## config.mk

```make
export PLATFORM = sky130hd
export DESIGN_NAME = dmem_arbiter
export DESIGN_NICKNAME = d
export VERILOG_FILES = /design/src/rtl/riscv151_mem_pkg.sv /design/src/rtl/dmem_arbiter.sv
export SDC_FILE = /design/constraint.sdc
export NUM_CORES = 1
export LEC_CHECK = 0
export ABC_AREA = 1
export ABC_CLOCK_PERIOD_IN_PS = 1130
export BUFFER_PORTS_ARGS = -buffer_cell sky130_fd_sc_hd__buf_2
export CAP_MARGIN = 20
export CORE_AREA = 2 2 99 101
export CTS_CLUSTER_DIAMETER = 120
export DETAILED_ROUTE_END_ITERATION = 10
export DIE_AREA = 0 0 101 103
export MAX_ROUTING_LAYER = met4
export REMOVE_ABC_BUFFERS = 1
export SYNTH_ARGS = -nofsm -noshare
export SYNTH_HDL_FRONTEND = slang
export SYNTH_SLANG_ARGS = --single-unit
export TNS_END_PERCENT = 5
```

## constraint.sdc

```tcl
create_clock -name clk -period 1.13 [get_ports clk]
set_input_delay 0 -clock clk [delete_from_list [all_inputs] [get_ports clk]]
set_output_delay 0 -clock clk [all_outputs]
set_load 0.05 [all_outputs]
```

## src/rtl/riscv151_mem_pkg.sv

```systemverilog
// Shared definitions for the Riscv151 data-memory path: requester IDs,
// arbiter state encoding and byte-enable width.
package riscv151_mem_pkg;

    localparam logic REQ_CPU = 1'b0;
    localparam logic REQ_DBG = 1'b1;

    localparam int BE_WIDTH = 4;

    typedef enum logic {
        SHARED = 1'b0,
        LOCKED = 1'b1
    } arb_state_t;

endpackage

```

## src/rtl/dmem_arbiter.sv

```systemverilog
// Arbitrates the single-port dmem between the CPU and the UART debug port:
// CPU-first with a starvation guard, plus a debug lock for bulk loads.
module dmem_arbiter
    import riscv151_mem_pkg::*;
#(
    parameter int ADDR_WIDTH   = 14,
    parameter int DATA_WIDTH   = 32,
    parameter int STARVE_LIMIT = 4
) (
    input  logic                  clk,
    input  logic                  rst,
    input  logic                  cpu_valid,
    output logic                  cpu_ready,
    input  logic [ADDR_WIDTH-1:0] cpu_addr,
    input  logic [BE_WIDTH-1:0]   cpu_we,
    input  logic [DATA_WIDTH-1:0] cpu_wdata,
    output logic                  cpu_rvalid,
    output logic [DATA_WIDTH-1:0] cpu_rdata,
    input  logic                  dbg_valid,
    output logic                  dbg_ready,
    input  logic [ADDR_WIDTH-1:0] dbg_addr,
    input  logic [BE_WIDTH-1:0]   dbg_we,
    input  logic [DATA_WIDTH-1:0] dbg_wdata,
    output logic                  dbg_rvalid,
    output logic [DATA_WIDTH-1:0] dbg_rdata,
    input  logic                  dbg_lock,
    output logic                  mem_en,
    output logic [BE_WIDTH-1:0]   mem_we,
    output logic [ADDR_WIDTH-1:0] mem_addr,
    output logic [DATA_WIDTH-1:0] mem_din,
    input  logic [DATA_WIDTH-1:0] mem_dout
);

    localparam logic [3:0] LIMIT = 4'(STARVE_LIMIT);

    arb_state_t state;
    logic [3:0] starve_cnt;
    logic       pending;
    logic       pend_id;
    logic       cpu_grant;
    logic       dbg_grant;

    // While locked the CPU is shut out entirely; otherwise debug only wins
    // when the CPU is idle or has exhausted its run of consecutive grants.
    always_comb begin
        cpu_grant = 1'b0;
        dbg_grant = 1'b0;
        if (state == LOCKED) begin
            dbg_grant = dbg_valid;
        end else begin
            dbg_grant = dbg_valid && (!cpu_valid || starve_cnt == LIMIT);
            cpu_grant = cpu_valid && !dbg_grant;
        end
    end

    assign cpu_ready = cpu_grant;
    assign dbg_ready = dbg_grant;

    always_comb begin
        mem_en   = 1'b0;
        mem_we   = '0;
        mem_addr = cpu_addr;
        mem_din  = cpu_wdata;
        if (dbg_grant) begin
            mem_en   = 1'b1;
            mem_we   = dbg_we;
            mem_addr = dbg_addr;
            mem_din  = dbg_wdata;
        end else if (cpu_grant) begin
            mem_en   = 1'b1;
            mem_we   = cpu_we;
        end
    end

    // The route register remembers who issued the read so the returning
    // mem_dout is qualified on the right port one cycle later.
    always_ff @(posedge clk or posedge rst) begin
        if (rst) begin
            state      <= SHARED;
            starve_cnt <= '0;
            pending    <= 1'b0;
            pend_id    <= REQ_CPU;
        end else begin
            pending <= (cpu_grant && cpu_we == '0) || (dbg_grant && dbg_we == '0);
            pend_id <= dbg_grant ? REQ_DBG : REQ_CPU;
            case (state)
                SHARED: begin
                    if (dbg_grant && dbg_lock) begin
                        state <= LOCKED;
                    end
                    if (dbg_grant || !dbg_valid) begin
                        starve_cnt <= '0;
                    end else if (cpu_grant && starve_cnt != LIMIT) begin
                        starve_cnt <= starve_cnt + 4'd1;
                    end
                end
                LOCKED: begin
                    starve_cnt <= '0;
                    if (!dbg_lock) begin
                        state <= SHARED;
                    end
                end
                default: begin
                    state      <= SHARED;
                    starve_cnt <= '0;
                end
            endcase
        end
    end

    assign cpu_rvalid = pending && (pend_id == REQ_CPU);
    assign dbg_rvalid = pending && (pend_id == REQ_DBG);
    assign cpu_rdata  = mem_dout;
    assign dbg_rdata  = mem_dout;

endmodule

```

==> results.py <==
metrics = {
    "power": {
        "p_leak_nw": 1.60,
        "max-vdd-ir-drop_mv": 0.364,
        "power_density_nw_per_um2": 926,
    },
    "global_route": {
        "antenna_found_initial": 0,
        "grt_overflow": 0,
        "grt_use_met3": 0.167,
        "grt_usage": 0.178,
        "grt_start_max_net_pins": 34,
        "met2_usage": 0.269,
        "grt_pass1_wl_mm": 12.7,
        "busiest_layer": "met2",
        "grt.met1_usage": 0.165,
        "grt_pass1_vias": 1924,
    },
    "logic_synthesis": {
        "ys_ff_latch": 7,
        "synthCells": 270,
        "synth-seq-area-share": 0.115,
        "synth.distinct_cells": 18,
        "yosysWarnings": 0,
        "syn_area_um2": 1520,
        "syn_area_per_cell_um2": 5.64,
    },
    "floorplan": {
        "die_area_um2": 10400,
        "start_util": 0.161,
        "core_area_um2": 9460,
        "ioPinCount": 256,
        "die_h_um": 103,
        "rows": 36,
        "die_w_um": 101,
    },
    "setup_path": {
        "crit_chain": "inv_1, ha_2, nand3_4, nand3_4, nand2_8, clkinv_8, clkbuf_16, nand2_1, nand2_2, buf_12",
        "cp-start-kind": "flop",
        "critPathBufInv": 4,
        "r2r_cells": 8,
        "critPathMaxStageDelay_ns": 0.34,
        "cp_common_cell": "nand3_4",
        "crit_arrival_ns": 1.71,
        "crit_path_end_kind": "output port",
        "rrSetupSlack_ns": -0.29,
        "crit_path_top_delay_cell": "dfrtp_1",
        "path_class": "flop to output port",
        "path_delay_family": "buffers and inverters",
        "crit_required_ns": 1.13,
        "r2r-end": "starve_cnt[0]",
        "reg2reg_from": "starve_cnt[1]",
        "critPathMaxFanout": 8,
    },
    "hold_path": {
        "min_to": "dbg_rdata[22]",
        "hold_class": "input port to output port",
        "min_from": "mem_dout[22]",
        "hold_depth": 0,
    },
    "placed_design": {
        "placed_area_um2": 2170,
        "place_inst": 481,
        "io_buffer_count": 159,
        "pre_cts_slack_ns": -0.426,
        "hpwl_mm": 8.17,
        "gp_congestion": 0.955,
    },
    "detailed_routing": {
        "drt-initial-drc-count": 60,
        "drtAntennaViolNets": 0,
        "vias_per_cell": 4.32,
        "drc": 0,
        "dr.pass1.iters": 4,
        "vias": 2119,
        "wl_per_cell_um": 20.7,
        "drt-total-wl_mm": 10.2,
    },
    "finish": {
        "final_core_utilization": 0.295,
        "antenna_cells": 0,
        "fin_cells": 490,
        "n_fill_cell": 1021,
        "seqCellArea_um2": 175,
        "layout.nets": 516,
        "drive_gt1_frac": 0.580,
        "design_area_um2": 2790,
        "multi_input_area_um2": 883,
        "area_delta_synth_final_pct": 83.1,
    },
    "flow_run": {
        "drv_cap": 0,
    },
    "timing": {
        "fin_ws_ns": -0.577,
        "finalCritPeriodShare": 1.51,
        "min_period_ns": 1.71,
        "setup_viol": 60,
        "clock.fmax_mhz": 586,
        "tightest_slew_ns": 0.289,
        "fin_worst_skew_ns": 0.00213,
        "max_slew_margin": 0.807,
        "slew_violations": 0,
        "rsz0062_at_grt": "true",
        "tns_ns": -29.94,
        "hold_viol": 0,
    },
    "clocking": {
        "cts_setup_buffers": 0,
        "htreeDepth": 1,
        "max-clock-path-buffers": 2,
        "numCtsBuffers": 3,
        "cts_tree": "built",
        "clk_pin_slew_worst_paths_ns": 0.04,
        "cts.sinks": 7,
        "clkLatencyLatePin_ns": 0.23,
        "cts-root-buf": "clkbuf_8",
    },
    "status": {
        "violations": "negative setup slack",
        "status": "complete, but fails checks",
    },
}
## where the power goes
part | switching (mW) | leakage (nW) | internal (mW) | total [mW]
Combinational | 1.17 | 1.48 | 0.787 | 1.96
Clock | 0.106 | 0.0228 | 0.244 | 0.350
Sequential | 0.00673 | 0.0937 | 0.264 | 0.271
Total | 1.28 | 1.60 | 1.30 | 2.58
## worst max path at each step
stage | from | endpoint | slack [ns] | cells past startpoint
after floorplan | starve_cnt[0] | mem_we[0] | -1.18 | 8
after global placement | starve_cnt[0] | mem_din[12] | -0.38 | 10
after detailed placement | starve_cnt[0] | mem_din[3] | -0.43 | 10
after CTS | starve_cnt[0] | mem_din[2] | -0.55 | 10
after global routing | starve_cnt[1] | mem_din[7] | -0.65 | 10
final | starve_cnt[1] | mem_din[16] | -0.58 | 10
## cell type report
cell class,count,area share
Timing Repair Buffer,177,0.536
Inverter,9,0.0166
Clock buffer,4,0.0162
Sequential cell,7,0.0629
Multi-Input combinational cell,179,0.317
Tap cell,114,0.0512
## synthesized netlist by cell type (all sizes together)
master | instances | area share
nand2 | 153 | 0.38
buf | 75 | 0.38
nor2 | 10 | 0.025
inv | 9 | 0.022
dfrtp | 7 | 0.12
nand4 | 6 | 0.025
nand3 | 3 | 0.013
ha | 2 | 0.016
a21boi | 1 | 0.0049
and2 | 1 | 0.0041
o21ai | 1 | 0.0033
xnor2 | 1 | 0.0058
xor2 | 1 | 0.0058
## sequential cells by signal, summed over array words and instances, names as in the netlist
name        cells
state           1
pending         1
starve_cnt      4
pend_id         1
## layer usage
layer / up-vias / part of all wire
li1: 961 / -
met1: 966 / 0.33
met3: 15 / 0.21
met4: 0 / 0.019
met2: 177 / 0.45
met5: - / 0
## stage by stage
| stage | power (mW) | hold slack [ns] |
|---|---|---|
| floorplan | 1.19 | -0.197 |
| global placement | 1.81 | -0.0515 |
| detailed placement | 1.83 | -0.0447 |
| CTS | 2.46 | 0.00195 |
| global route | 2.73 | 0.000310 |
| finish | 2.58 | 0.000694 |
## placed cells by master (no fill, tap or decap)
cell and n:
a21boi_2 1, clkbuf_16 3, nand3_1 1, xnor2_1 1, nand2_8 1, buf_2 106, buf_16 1, ha_1 1
buf_6 36, xor2_1 1, nand3_4 2, buf_8 6, nand2_1 120, nand4_1 6, ha_2 1, o21ai_0 1
and2_0 1, nand2_4 6, clkbuf_8 3, nand2_2 26, nor2_1 10, clkbuf_1 1, buf_4 10, inv_1 7
dfrtp_1 7, inv_2 1, buf_12 14, clkinv_8 1, dlygate4sd3_1 1
## timing repair
| action | in CTS | in global routing |
|---|---|---|
| resized for setup | 105 | 40 |
| endpoints found under the hold margin | 7 | 0 |
| endpoints found under the setup margin | 60 | 60 |
| gates cloned | 1 | 3 |
| hold buffers | 1 | 0 |
| pin swaps | 1 | 13 |
## logic make-up after synthesis
logic type                 count (synthesis)  synth area share
and+or+nand+nor                          173             0.446
buffers and inverters                     84             0.403
DFF                                        7             0.115
AOI/OAI and AO/OA                          2           0.00822
xor gates and xnor gates                   2            0.0115
adders and majority gates                  2            0.0164
No activity file was read; power rests on OpenSTA's default activity.
